## src/rtl/hazard_pkg.sv

```systemverilog
// Shared types and constants for the pipeline hazard controller.
package hazard_pkg;

    typedef enum logic [1:0] {
        RUN        = 2'd0,
        LOAD_STALL = 2'd1,
        FLUSH      = 2'd2
    } hz_state_t;

    localparam logic [4:0]  REG_ZERO  = 5'd0;
    localparam logic [31:0] NOP_INSTR = 32'd0;

    typedef struct packed {
        logic pc_write;
        logic ifid_write;
        logic ifid_flush;
        logic idex_bubble;
        logic pipe_hold;
    } hz_ctrl_t;

    localparam hz_ctrl_t CTRL_RUN   = '{1'b1, 1'b1, 1'b0, 1'b0, 1'b0};
    localparam hz_ctrl_t CTRL_STALL = '{1'b0, 1'b0, 1'b0, 1'b1, 1'b0};
    localparam hz_ctrl_t CTRL_FLUSH = '{1'b1, 1'b1, 1'b1, 1'b1, 1'b0};
    localparam hz_ctrl_t CTRL_HOLD  = '{1'b0, 1'b0, 1'b0, 1'b0, 1'b1};
    localparam hz_ctrl_t CTRL_RST   = '{1'b0, 1'b0, 1'b1, 1'b1, 1'b0};

endpackage

```

## src/rtl/hazard_ctrl_load_use_detect.sv

```systemverilog
// Combinational load-use comparator: a load in EX whose destination feeds the ID instruction.
module load_use_detect
    import hazard_pkg::*;
(
    input  logic [4:0] id_rs_i,
    input  logic [4:0] id_rt_i,
    input  logic       id_uses_rt_i,
    input  logic       ex_mem_read_i,
    input  logic [4:0] ex_rt_i,
    output logic       hazard_o
);

    logic rs_match;
    logic rt_match;

    assign rs_match = (ex_rt_i == id_rs_i);
    assign rt_match = id_uses_rt_i && (ex_rt_i == id_rt_i);
    // $0 is hardwired, so a load targeting it never creates a dependency.
    assign hazard_o = ex_mem_read_i && (ex_rt_i != REG_ZERO) && (rs_match || rt_match);

endmodule

```

## src/rtl/hazard_ctrl.sv

```systemverilog
// Hazard controller: load-use stalls, taken-branch flushes and memory freezes,
// plus a saturating stall-cycle counter and a sticky memory-timeout flag.
module hazard_ctrl
    import hazard_pkg::*;
#(
    parameter int LOAD_STALL_CYCLES = 1,
    parameter int BRANCH_PENALTY    = 1,
    parameter int MEM_TIMEOUT       = 1024
) (
    input  logic        clk,
    input  logic        rst,
    input  logic [4:0]  ID_rs,
    input  logic [4:0]  ID_rt,
    input  logic        ID_uses_rt,
    input  logic        ID_EX_MemRead,
    input  logic [4:0]  ID_EX_rt,
    input  logic        branch_taken,
    input  logic        mem_busy,
    output logic        PC_Write,
    output logic        IF_ID_Write,
    output logic        IF_ID_Flush,
    output logic        ID_EX_Bubble,
    output logic        pipe_hold,
    output logic [15:0] stall_cnt,
    output logic        mem_timeout
);

    localparam logic [3:0]  STALL_REM  = 4'(LOAD_STALL_CYCLES - 1);
    localparam logic [3:0]  FLUSH_REM  = 4'(BRANCH_PENALTY - 1);
    localparam logic [15:0] TIMEOUT_AT = 16'(MEM_TIMEOUT);

    hz_state_t   state_q, state_d;
    logic [3:0]  rem_q, rem_d;
    logic [15:0] stall_cnt_q, stall_cnt_d;
    logic [15:0] busy_run_q, busy_run_d;
    logic        mem_timeout_q, mem_timeout_d;
    hz_ctrl_t    ctrl;
    logic        load_use;

    load_use_detect u_lud (
        .id_rs_i      (ID_rs),
        .id_rt_i      (ID_rt),
        .id_uses_rt_i (ID_uses_rt),
        .ex_mem_read_i(ID_EX_MemRead),
        .ex_rt_i      (ID_EX_rt),
        .hazard_o     (load_use)
    );

    always_comb begin
        state_d = state_q;
        rem_d   = rem_q;
        ctrl    = CTRL_RUN;
        if (rst) begin
            ctrl    = CTRL_RST;
            state_d = RUN;
            rem_d   = '0;
        end else if (mem_busy) begin
            ctrl = CTRL_HOLD;
        end else if (branch_taken) begin
            // A branch overrides any stall or flush in progress and restarts the penalty.
            ctrl = CTRL_FLUSH;
            if (BRANCH_PENALTY > 1) begin
                state_d = FLUSH;
                rem_d   = FLUSH_REM;
            end else begin
                state_d = RUN;
                rem_d   = '0;
            end
        end else begin
            unique case (state_q)
                FLUSH: begin
                    ctrl  = CTRL_FLUSH;
                    rem_d = rem_q - 4'd1;
                    if (rem_q == 4'd1) state_d = RUN;
                end
                LOAD_STALL: begin
                    ctrl  = CTRL_STALL;
                    rem_d = rem_q - 4'd1;
                    if (rem_q == 4'd1) state_d = RUN;
                end
                RUN: begin
                    if (load_use) begin
                        ctrl = CTRL_STALL;
                        if (LOAD_STALL_CYCLES > 1) begin
                            state_d = LOAD_STALL;
                            rem_d   = STALL_REM;
                        end
                    end
                end
                default: begin
                    state_d = RUN;
                    rem_d   = '0;
                end
            endcase
        end
    end

    always_comb begin
        stall_cnt_d = stall_cnt_q;
        if (!ctrl.pc_write && stall_cnt_q != 16'hFFFF) stall_cnt_d = stall_cnt_q + 16'd1;

        busy_run_d = '0;
        if (mem_busy) busy_run_d = (busy_run_q == 16'hFFFF) ? busy_run_q : busy_run_q + 16'd1;

        mem_timeout_d = mem_timeout_q || (mem_busy && busy_run_d == TIMEOUT_AT);
    end

    always_ff @(posedge clk) begin
        if (rst) begin
            state_q       <= RUN;
            rem_q         <= '0;
            stall_cnt_q   <= '0;
            busy_run_q    <= '0;
            mem_timeout_q <= 1'b0;
        end else begin
            state_q       <= state_d;
            rem_q         <= rem_d;
            stall_cnt_q   <= stall_cnt_d;
            busy_run_q    <= busy_run_d;
            mem_timeout_q <= mem_timeout_d;
        end
    end

    assign PC_Write     = ctrl.pc_write;
    assign IF_ID_Write  = ctrl.ifid_write;
    assign IF_ID_Flush  = ctrl.ifid_flush;
    assign ID_EX_Bubble = ctrl.idex_bubble;
    assign pipe_hold    = ctrl.pipe_hold;
    assign stall_cnt    = stall_cnt_q;
    assign mem_timeout  = mem_timeout_q;

endmodule

```

## config.mk

```make
export PLATFORM = sky130hd
export DESIGN_NAME = hazard_ctrl
export DESIGN_NICKNAME = d
export VERILOG_FILES = /design/src/rtl/hazard_pkg.sv /design/src/rtl/hazard_ctrl_load_use_detect.sv /design/src/rtl/hazard_ctrl.sv
export SDC_FILE = /design/constraint.sdc
export NUM_CORES = 1
export LEC_CHECK = 0
export ABC_AREA = 1
export BUFFER_PORTS_ARGS = -buffer_cell sky130_fd_sc_hd__buf_2
export CAP_MARGIN = 5
export CORE_ASPECT_RATIO = 1.75
export CORE_MARGIN = 4
export CORE_UTILIZATION = 37
export CTS_CLUSTER_DIAMETER = 30
export DETAILED_ROUTE_END_ITERATION = 16
export PLACE_DENSITY = 0.7
export RECOVER_POWER = 50
export SYNTH_ARGS = -nofsm -noshare
export SYNTH_HDL_FRONTEND = slang
export SYNTH_SLANG_ARGS = --single-unit
export TNS_END_PERCENT = 100
```

## constraint.sdc

```tcl
create_clock -name clk -period 2.5 [get_ports clk]
set_input_delay 0.75 -clock clk [delete_from_list [all_inputs] [get_ports clk]]
set_output_delay 0.75 -clock clk [all_outputs]
set_load 0.005 [all_outputs]
```

==> results of run 1 <==
[sequential cells by signal, summed over array words and instances (netlist names)]
register,cells
mem_timeout,1
stall_cnt,16
busy_run_q,16
[final cells by class]
type	count	share of cell area, %
Sequential cell	33	24.6
Multi-Input combinational cell	271	52.0
Clock buffer	7	3.21
Inverter	39	5.53
Tap cell	78	3.63
Timing Repair Buffer	50	9.95
Clock inverter	1	1.12
[Yosys cell counts (all sizes together) (3+ instances only)]
master | count | area [µm²]
nand2 | 94 | 372
nand3b | 3 | 22.5
buf | 6 | 47.5
dfxtp | 33 | 661
nand3 | 39 | 195
nor3 | 7 | 35.0
inv | 37 | 139
nor2 | 61 | 236
xor2 | 16 | 140
nor4 | 3 | 33.8
nand4 | 10 | 62.6
clkbuf | 4 | 15.0
xnor2 | 6 | 52.6
a21oi | 15 | 113
o21ai | 11 | 55.1
[power by group through the flow]
stage | clock [mW] | sequential [mW] | combinational [mW]
finish | 0.532 | 0.539 | 0.119
global route | 0.565 | 0.540 | 0.134
CTS | 0.546 | 0.539 | 0.119
detailed placement | 0 | 0.551 | 0.116
global placement | 0 | 0.551 | 0.113
floorplan | 0 | 0.551 | 0.0677
[worst min path at each step]
stage,end,start,slack [ps],cells after the start
2_1_floorplan,mem_timeout$_SDFF_PP0_,mem_timeout$_SDFF_PP0_,450,2
3_3_place_gp,mem_timeout$_SDFF_PP0_,mem_timeout$_SDFF_PP0_,440,2
3_5_place_dp,mem_timeout$_SDFF_PP0_,mem_timeout$_SDFF_PP0_,450,2
4_1_cts,mem_timeout$_SDFF_PP0_,mem_timeout$_SDFF_PP0_,460,2
5_1_grt,mem_timeout$_SDFF_PP0_,mem_timeout$_SDFF_PP0_,480,2
6_report,mem_timeout$_SDFF_PP0_,mem_timeout$_SDFF_PP0_,460,2
[critical path, cell delays in order]
cell and delay [ps]:
buf_4 140, nor4_4 260, nand2_1 70, nand2_1 60
inv_1 50, a31o_2 220, buf_2 130
[kinds of logic (layout without fill, tap and decap cells)]
logic type,Yosys count,count (layout)
AND/OR/NAND/NOR,219,219
flip-flops,33,33
XOR/XNOR,22,22
buffers and inverters,49,97
AO/OA/AOI/OAI,28,28
adder cells (fa/ha/maj),2,2
[per-stage QoR]
stage                     total power, mW  setup slack, ps
after floorplan                     0.619             21.2
after global routing                 1.24           -0.827
after detailed placement            0.666            -20.4
after CTS                            1.20            -1.41
after global placement              0.663             39.9
final                                1.19             75.1
[routing by layer]
metal,up-vias,track usage (%),routed length (µm)
li1,1220,-,-
met1,1072,17.2,2170
met2,47,32.2,3480
met3,22,2.94,123
met4,0,9.63,265
met5,-,0,0
[what timing repair did]
action	CTS	global route
gates resized for setup	4	6
pin swaps	4	5
endpoints found under the setup margin	2	3
endpoints found under the hold margin	0	0
==> impl_metrics.env, run 1 <==
export IMPL_dp_cells=471
export IMPL_cts_inserted_buffers=5
export IMPL_instances_no_fill=479
export IMPL_synth_top_family_by_area="simple AND/OR/NAND/NOR gates"
export IMPL_setup_viol=0
export IMPL_reg2reg_depth=13
export IMPL_hold_path_class="reg -> reg"
export IMPL_fin_util_pct=45.8
export IMPL_grt_pass1_vias=2363
export IMPL_synth_edf_count=0
export IMPL_stdcell_area_um2=2690
export IMPL_p_sw_mw=0.284
export IMPL_routedWlPerCell_um=12.6
export IMPL_synthesis_area_um2=2240
export IMPL_final_cell_mix="nand2_1 (91), nor2_1 (60), nand3_1 (38)"
export IMPL_insertion_delay_ps=280
export IMPL_ctsHoldBuffers=0
export IMPL_peakVddDrop_v=0.000294
export IMPL_finalClockSkew_ps=11.3
export IMPL_worstMarginPinSlew_ps=565
export IMPL_grt_max_degree=23
export IMPL_slew_headroom_pct=62.4
export IMPL_io_pin_count=43
export IMPL_nNetsFinal=423
export IMPL_port_buffers=42
export IMPL_cts_tree="built"
export IMPL_layout_cells_most_common="nand2_1"
export IMPL_drive_gt1_share_pct=17.5
export IMPL_r2r_start="busy_run_q[0]$_SDFF_PP0_"
export IMPL_fmax_mhz=412
export IMPL_synth_xor_area_share_pct=8.60
export IMPL_syn2layout_area_growth_pct=20.0
export IMPL_worstSetupPathType="in -> out"
export IMPL_synthAdderAreaFrac_pct=1.12
export IMPL_reg2reg_to="mem_timeout$_SDFF_PP0_"
export IMPL_synth_area_per_cell_um2=6.35
export IMPL_via_per_inst=4.93
export IMPL_cp_max_fo=3
export IMPL_rows=37
export IMPL_core_um2=5880
export IMPL_nFillCells=629
export IMPL_vias=2361
export IMPL_antenna_left=0
export IMPL_htree_levels=2
export IMPL_timing_hold_ws_ps=456
export IMPL_grt_antenna_before_repair=0
export IMPL_place_area_um2=2550
export IMPL_root_buffer="clkbuf_8"
export IMPL_grt_util_all_layers_pct=17.4
export IMPL_cts_sinks=33
export IMPL_post_cts_setup_buffers=0
export IMPL_crit_required_ps=1750
export IMPL_yosys_warnings=0
export IMPL_firstDrtPassIters=4
export IMPL_clock_power_share_pct=44.7
export IMPL_hpwl_mm=4.83
export IMPL_syn_inst=353
export IMPL_cts_clk_slew_worst_paths_ps=80
export IMPL_muxShareOfSynthArea_pct=0
export IMPL_min_period_over_period_pct=97.0
export IMPL_syn_nets=376
export IMPL_synth_compound_area_share_pct=8.21
export IMPL_yosys_area_share_simple_pct=43.3
export IMPL_synthArstFlopShare_pct=0
export IMPL_reg2reg_slack_ps=240
export IMPL_critPathLaunch="ID_EX_rt[0]"
export IMPL_yosysSeqAreaShare_pct=29.5
export IMPL_drc_errors=0
export IMPL_slew_viol_final=0
export IMPL_worstPathArrival_ps=1670
export IMPL_power_density_nw_per_um2=442
export IMPL_multi_input_comb_area_um2=1400
export IMPL_finalHoldViolations=0
export IMPL_die_area_um2=7410
export IMPL_place_congestion=0.933
export IMPL_period_needed_ps=2420
export IMPL_cp_start_kind="input port"
export IMPL_synth_cell_type_count=32
export IMPL_cp_end_kind="output port"
export IMPL_power_frac_seq_pct=45.3
export IMPL_drt_initial_drc_count=110
export IMPL_synthFlopType="dfxtp_1"
export IMPL_die_w_um=66.8
export IMPL_worstSetupEndpoint="ID_EX_Bubble"
export IMPL_p_int_mw=0.905
export IMPL_swShare_pct=23.9
export IMPL_clockBufferDepth=2
export IMPL_regArea_um2=661
export IMPL_status="completed"
export IMPL_setup_tns_final_ps=0
export IMPL_synth_seq_cells=33
export IMPL_grt_overflow=0
export IMPL_totalWireLength_mm=6.04
export IMPL_start_util_pct=38.1
export IMPL_grt_pass1_wl_mm=10.2
export IMPL_max_cap_viol_count=0
export IMPL_p_comb_share_pct=10.0
export IMPL_die_h_um=111
export IMPL_n_antenna_cell=0
export IMPL_p_leak_nw=1.10
No activity file was read; power rests on OpenSTA's default activity.
==> inputs of run 2 (changes only) <==
ABC_AREA = 0   (was 1)
clock period = 3.1 ns   (was 2.5 ns; I/O delays follow)
==> impl_metrics.env, run 2 <==
export IMPL_vias=1770
export IMPL_synthArstFlopShare_pct=0
export IMPL_crit_required_ps=2170
export IMPL_synth_top_cell_by_area="dfxtp_1"
export IMPL_worstPathArrival_ps=2220
export IMPL_r2r_start="busy_run_q[0]$_SDFF_PP0_"
export IMPL_die_area_um2=6190
export IMPL_die_w_um=61.2
export IMPL_syn_nets=249
export IMPL_cts_clk_slew_worst_paths_ps=60
export IMPL_total_power_mw=0.836
export IMPL_synth_xor_area_share_pct=11.9
export IMPL_timing_hold_ws_ps=456
export IMPL_yosysSeqAreaShare_pct=36.0
export IMPL_drt_initial_drc_count=61
export IMPL_grt_util_all_layers_pct=15.6
export IMPL_fmax_mhz=318
export IMPL_insertion_delay_ps=280
export IMPL_place_area_um2=2140
export IMPL_grt_max_degree=19
export IMPL_nNetsFinal=300
export IMPL_final_cell_mix="dfxtp_1 (33), buf_2 (30), nor2_1 (27)"
export IMPL_die_h_um=101
export IMPL_power_density_nw_per_um2=377
export IMPL_status="complete, but fails checks"
export IMPL_peakVddDrop_v=0.000292
export IMPL_stdcell_area_um2=2220
export IMPL_grt_pass1_vias=1663
export IMPL_max_cap_viol_count=0
export IMPL_hold_path_class="reg -> reg"
export IMPL_wl_met1_mm=1.65
export IMPL_layout_cells_most_common="dfxtp_1"
export IMPL_start_util_pct=38.6
export IMPL_n_antenna_cell=0
export IMPL_worstMarginPinSlew_ps=471
export IMPL_firstDrtPassIters=4
export IMPL_wl_met3_um=208
export IMPL_totalWireLength_mm=4.32
export IMPL_hold_start="mem_timeout$_SDFF_PP0_"
export IMPL_finalClockSkew_ps=3.51
export IMPL_synthFlopType="dfxtp_1"
export IMPL_dr_max_layer_used="met4"
export IMPL_hold_depth=2
export IMPL_synth_top_family_by_area="simple AND/OR/NAND/NOR gates"
export IMPL_cpPeakStageDelay_ps=520
export IMPL_worstSetupPathType="in -> out"
export IMPL_synth_cell_type_count=42
export IMPL_rsz0062_at_grt="true"
export IMPL_synthAdderAreaFrac_pct=1.37
export IMPL_cp_end_kind="output port"
export IMPL_worst_slack_ps=-46.9
export IMPL_synth_area_per_cell_um2=8.11
export IMPL_grt_pass1_wl_mm=7.35
export IMPL_clockBufferDepth=2
export IMPL_grt_antenna_before_repair=0
export IMPL_cp_cell_sequence="buf_6 > or4_4 > o21a_1 > a311o_1 > inv_2 > buf_2"
export IMPL_routedWlPerCell_um=13.1
export IMPL_reg2reg_depth=8
export IMPL_netlist_area_leader_share_pct=36.0
export IMPL_cts_inserted_buffers=5
export IMPL_violations="negative setup slack"
export IMPL_min_period_over_period_pct=102
export IMPL_ys_top_cells_by_area="dfxtp_1 (36%), xnor2_1 (7.6%), nor2_1 (5.5%), xor2_1 (4.3%), nand4_1 (3.8%)"
export IMPL_place_congestion=0.844
export IMPL_drc_errors=0
export IMPL_rows=33
export IMPL_port_buffers=42
export IMPL_synthesis_area_um2=1830
export IMPL_cts_tree="built"
export IMPL_post_cts_setup_buffers=0
export IMPL_slew_viol_final=0
export IMPL_yosys_area_share_simple_pct=31.8
export IMPL_cp_max_fo=2
export IMPL_yosys_warnings=0
export IMPL_p_leak_nw=0.871
export IMPL_slowest_stage="or4_4"
export IMPL_synth_edf_count=0
export IMPL_setup_viol=2
export IMPL_grt_overflow=0
export IMPL_io_pin_count=43
export IMPL_slew_headroom_pct=68.3
export IMPL_finalHoldViolations=0
export IMPL_via_per_inst=5.38
export IMPL_synth_commonest_cells="dfxtp_1 (33), nor2_1 (27), nand2_1 (18), xnor2_1 (16), a21oi_1 (13)"
export IMPL_synth_seq_cells=33
export IMPL_ctsHoldBuffers=0
export IMPL_synth_most_common_cell="dfxtp_1"
export IMPL_cts_sinks=33
export IMPL_antenna_left=0
export IMPL_dp_slack_ps=-74.8
export IMPL_hpwl_mm=3.45
export IMPL_root_buffer="clkbuf_8"
export IMPL_hold_path_end="mem_timeout$_SDFF_PP0_"
export IMPL_period_needed_ps=3150
export IMPL_htree_levels=2
export IMPL_met2_length_mm=2.36
export IMPL_syn_inst=226
export IMPL_reg2reg_slack_ps=560
export IMPL_reg2reg_to="mem_timeout$_SDFF_PP0_"
export IMPL_cp_start_kind="input port"
export IMPL_synth_compound_area_share_pct=11.8
export IMPL_syn2layout_area_growth_pct=21.0
export IMPL_muxShareOfSynthArea_pct=3.34
export IMPL_drive_gt1_share_pct=19.5
export IMPL_core_um2=4750
## run 2: cell count changes after synthesis, sizes merged, moves of 4 or more
cell / change
xnor2: +10
mux2i: +5
and3: +8
and2: +5
or3: +7
o21ai: -4
xor2: -7
inv: -28
nand2: -76
nor2: -34
nand3: -28
## run 2: cells by family (layout without fill, tap and decap cells)
group | count (synthesis) | after routing
adders and majority gates | 2 | 2
xor gates and xnor gates | 25 | 25
and+or+nand+nor | 109 | 109
buffers and inverters | 16 | 67
AOI/OAI and AO/OA | 35 | 35
muxes | 6 | 6
DFF | 33 | 33
## run 2: how the worst max path moves through the flow
stage / startpoint / to / slack, ps / cells after the start
floorplan: ID_EX_rt[1] / PC_Write / -20 / 6
CTS: ID_EX_rt[1] / PC_Write / -50 / 6
global placement: ID_EX_rt[1] / PC_Write / -60 / 6
global route: ID_EX_rt[1] / PC_Write / -80 / 6
finish: ID_EX_rt[1] / PC_Write / -50 / 6
detailed placement: ID_EX_rt[1] / PC_Write / -70 / 6
## run 2: power breakdown
group	total [mW]	switching, mW	internal [mW]
combinational	0.0775	0.0371	0.0404
sequential	0.435	0.00555	0.429
clock	0.324	0.148	0.176
total	0.836	0.190	0.646
## run 2: what timing repair did
item / 4_1_cts / 5_1_grt
endpoints found under the hold margin: 0 / 0
gates resized for setup: 2 / 0
pin swaps: 0 / 0
setup endpoints to repair: 2 / 2
## run 2: stage by stage
step | setup TNS, ps | utilization [%] | std cells
2_1_floorplan | -19.1 | - | 226
3_3_place_gp | -127 | 45.1 | 322
3_5_place_dp | -149 | 45.1 | 322
4_1_cts | -101 | 47.1 | 329
5_1_grt | -156 | 46.7 | 329
6_report | -93.0 | 46.7 | 329
## run 2: layer usage
layer | vias up | track usage, %
met4 | 0 | 6.68
met5 | - | 0
met2 | 44 | 27.9
met3 | 10 | 3.21
met1 | 813 | 17.0
li1 | 903 | -
## run 2: critical path, delay by kind of cell
family          cells  cell delay [ps]
simple gates        1              520
compound gates      2              510
buf+inv             3              260
## run 2: layout make-up
| cell class | count | area [µm²] |
|---|---|---|
| clock buffer | 7 | 86.3 |
| fill | 460 | 2530 |
| inverter | 9 | 33.8 |
| multi-input combinational | 177 | 1100 |
| sequential | 33 | 661 |
| tap | 52 | 65.1 |
| timing repair buffer | 51 | 270 |
==> inputs of run 3 (changes only) <==
CORE_UTILIZATION = 30   (was 37)
PLACE_DENSITY = 0.61   (was 0.7)
==> impl_metrics.env, run 3 (synthesized netlist as in run 2, its figures left out) <==
export IMPL_cp_start_kind="input port"
export IMPL_place_area_um2=2160
export IMPL_peakVddDrop_v=0.000246
export IMPL_antenna_left=0
export IMPL_violations="negative setup slack"
export IMPL_cts_tree="built"
export IMPL_nNetsFinal=298
export IMPL_cts_sinks=33
export IMPL_status="complete, but fails checks"
export IMPL_dp_slack_ps=-33.0
export IMPL_place_congestion=0.781
export IMPL_power_density_nw_per_um2=364
export IMPL_crit_required_ps=2170
export IMPL_insertion_delay_ps=280
export IMPL_finalHoldViolations=0
export IMPL_vias=1764
export IMPL_hold_path_class="reg -> reg"
export IMPL_grt_overflow=0
export IMPL_dp_cells=346
export IMPL_p_sw_mw=0.192
export IMPL_port_buffers=42
export IMPL_clock_power_share_pct=36.5
export IMPL_clockBufferDepth=2
export IMPL_die_h_um=111
export IMPL_cts_inserted_buffers=5
export IMPL_finalClockSkew_ps=6.13
export IMPL_grt_util_all_layers_pct=13.4
export IMPL_via_per_inst=5.01
export IMPL_totalWireLength_mm=4.68
export IMPL_slew_headroom_pct=64.0
export IMPL_grt_max_degree=17
export IMPL_cp_max_fo=2
export IMPL_p_comb_share_pct=9.7
export IMPL_final_cell_mix="dfxtp_1 (33), buf_2 (30), nor2_1 (27)"
export IMPL_worstSetupPathType="in -> out"
export IMPL_swShare_pct=23.7
export IMPL_drc_errors=0
export IMPL_firstDrtPassIters=4
export IMPL_grt_pass1_wl_mm=7.92
export IMPL_drive_gt1_share_pct=19.0
export IMPL_stdcell_area_um2=2220
export IMPL_cts_clk_slew_worst_paths_ps=70
export IMPL_slew_viol_final=0
export IMPL_grt_antenna_before_repair=0
export IMPL_period_needed_ps=3130
export IMPL_instances_no_fill=352
export IMPL_min_period_over_period_pct=101
export IMPL_p_int_mw=0.617
export IMPL_die_area_um2=7470
export IMPL_routedWlPerCell_um=13.3
export IMPL_grt_pass1_vias=1811
export IMPL_worst_slack_ps=-29.6
export IMPL_rows=37
export IMPL_p_leak_nw=0.856
export IMPL_drt_initial_drc_count=17
export IMPL_hpwl_mm=3.66
export IMPL_power_frac_seq_pct=53.8
export IMPL_core_um2=5930
export IMPL_worstPathArrival_ps=2200
export IMPL_htree_levels=2
export IMPL_max_cap_viol_count=0
export IMPL_die_w_um=67.1
export IMPL_n_antenna_cell=0
export IMPL_worstMarginPinSlew_ps=536
export IMPL_setup_viol=2
export IMPL_root_buffer="clkbuf_8"
export IMPL_start_util_pct=30.9
export IMPL_layout_cells_most_common="dfxtp_1"
export IMPL_rsz0062_at_grt="true"
export IMPL_nFillCells=692
export IMPL_fmax_mhz=320
export IMPL_syn2layout_area_growth_pct=21.3
export IMPL_io_pin_count=43
export IMPL_cp_end_kind="output port"
==> run 3: cell count changes in the layout (fill, tap and decap cells not counted) <==
| cell | change |
|---|---|
| clkbuf_1 | -1 |
| clkinv_2 | +1 |
| clkbuf_8 | -1 |
| buf_4 | -2 |
==> run 3: path summary, 6_finish.rpt <==
path / to / start / slack [ps] / cells after the start
min: mem_timeout$_SDFF_PP0_ / mem_timeout$_SDFF_PP0_ / 470 / 2
max reg2reg: mem_timeout$_SDFF_PP0_ / busy_run_q[0]$_SDFF_PP0_ / 620 / 8
max: IF_ID_Write / ID_EX_rt[1] / -30 / 6
min reg2reg: mem_timeout$_SDFF_PP0_ / mem_timeout$_SDFF_PP0_ / 470 / 2
==> run 3: layout make-up <==
type / instances / area, µm² / area share (%)
multi-input combinational: 177 / 1100 / 49.6
clock buffer: 5 / 68.8 / 3.10
sequential: 33 / 661 / 29.7
tap: 78 / 97.6 / 4.39
timing repair buffer: 49 / 255 / 11.5
inverter: 9 / 33.8 / 1.52
clock inverter: 1 / 5.00 / 0.225
==> run 3: layer usage <==
metal	GRT usage, %	routed length (µm)	vias to the layer above	part of all wire (%)
met2	24.8	2640	34	56
li1	-	-	899	-
met5	0	0	-	0
met4	7.32	165	0	3.5
met1	13.3	1740	817	37
met3	2.12	138	14	2.9
==> run 3: critical path: stages <==
cell and delay, ps:
buf_6 90, or4_4 520, o21a_1 190, a311o_1 300
inv_2 60, buf_2 100
==> run 3: repair_timing <==
item / CTS / global route
gates resized for setup: 1 / 1
setup endpoints to repair: 2 / 2
buffers inserted: 0 / 0
hold buffers: 0 / 0
==> run 3: per-stage QoR <==
stage	power, mW	utilization [%]	hold slack (ps)	setup TNS [ps]
6_report	0.809	37.5	474	-57.0
5_1_grt	0.848	37.5	505	-155
4_1_cts	0.823	37.8	470	-52.4
3_5_place_dp	0.522	36.4	462	-63.4
3_3_place_gp	0.521	36.4	455	-72.5
2_1_floorplan	0.486	-	456	-19.1
==> run 3: power by group through the flow <==
stage          Combinational, mW  Sequential, mW  Clock, mW
6_report                  0.0786           0.435      0.295
5_1_grt                   0.0889           0.435      0.323
4_1_cts                   0.0788           0.435      0.309
3_5_place_dp              0.0777           0.444          0
3_3_place_gp              0.0770           0.444          0
2_1_floorplan             0.0418           0.444          0
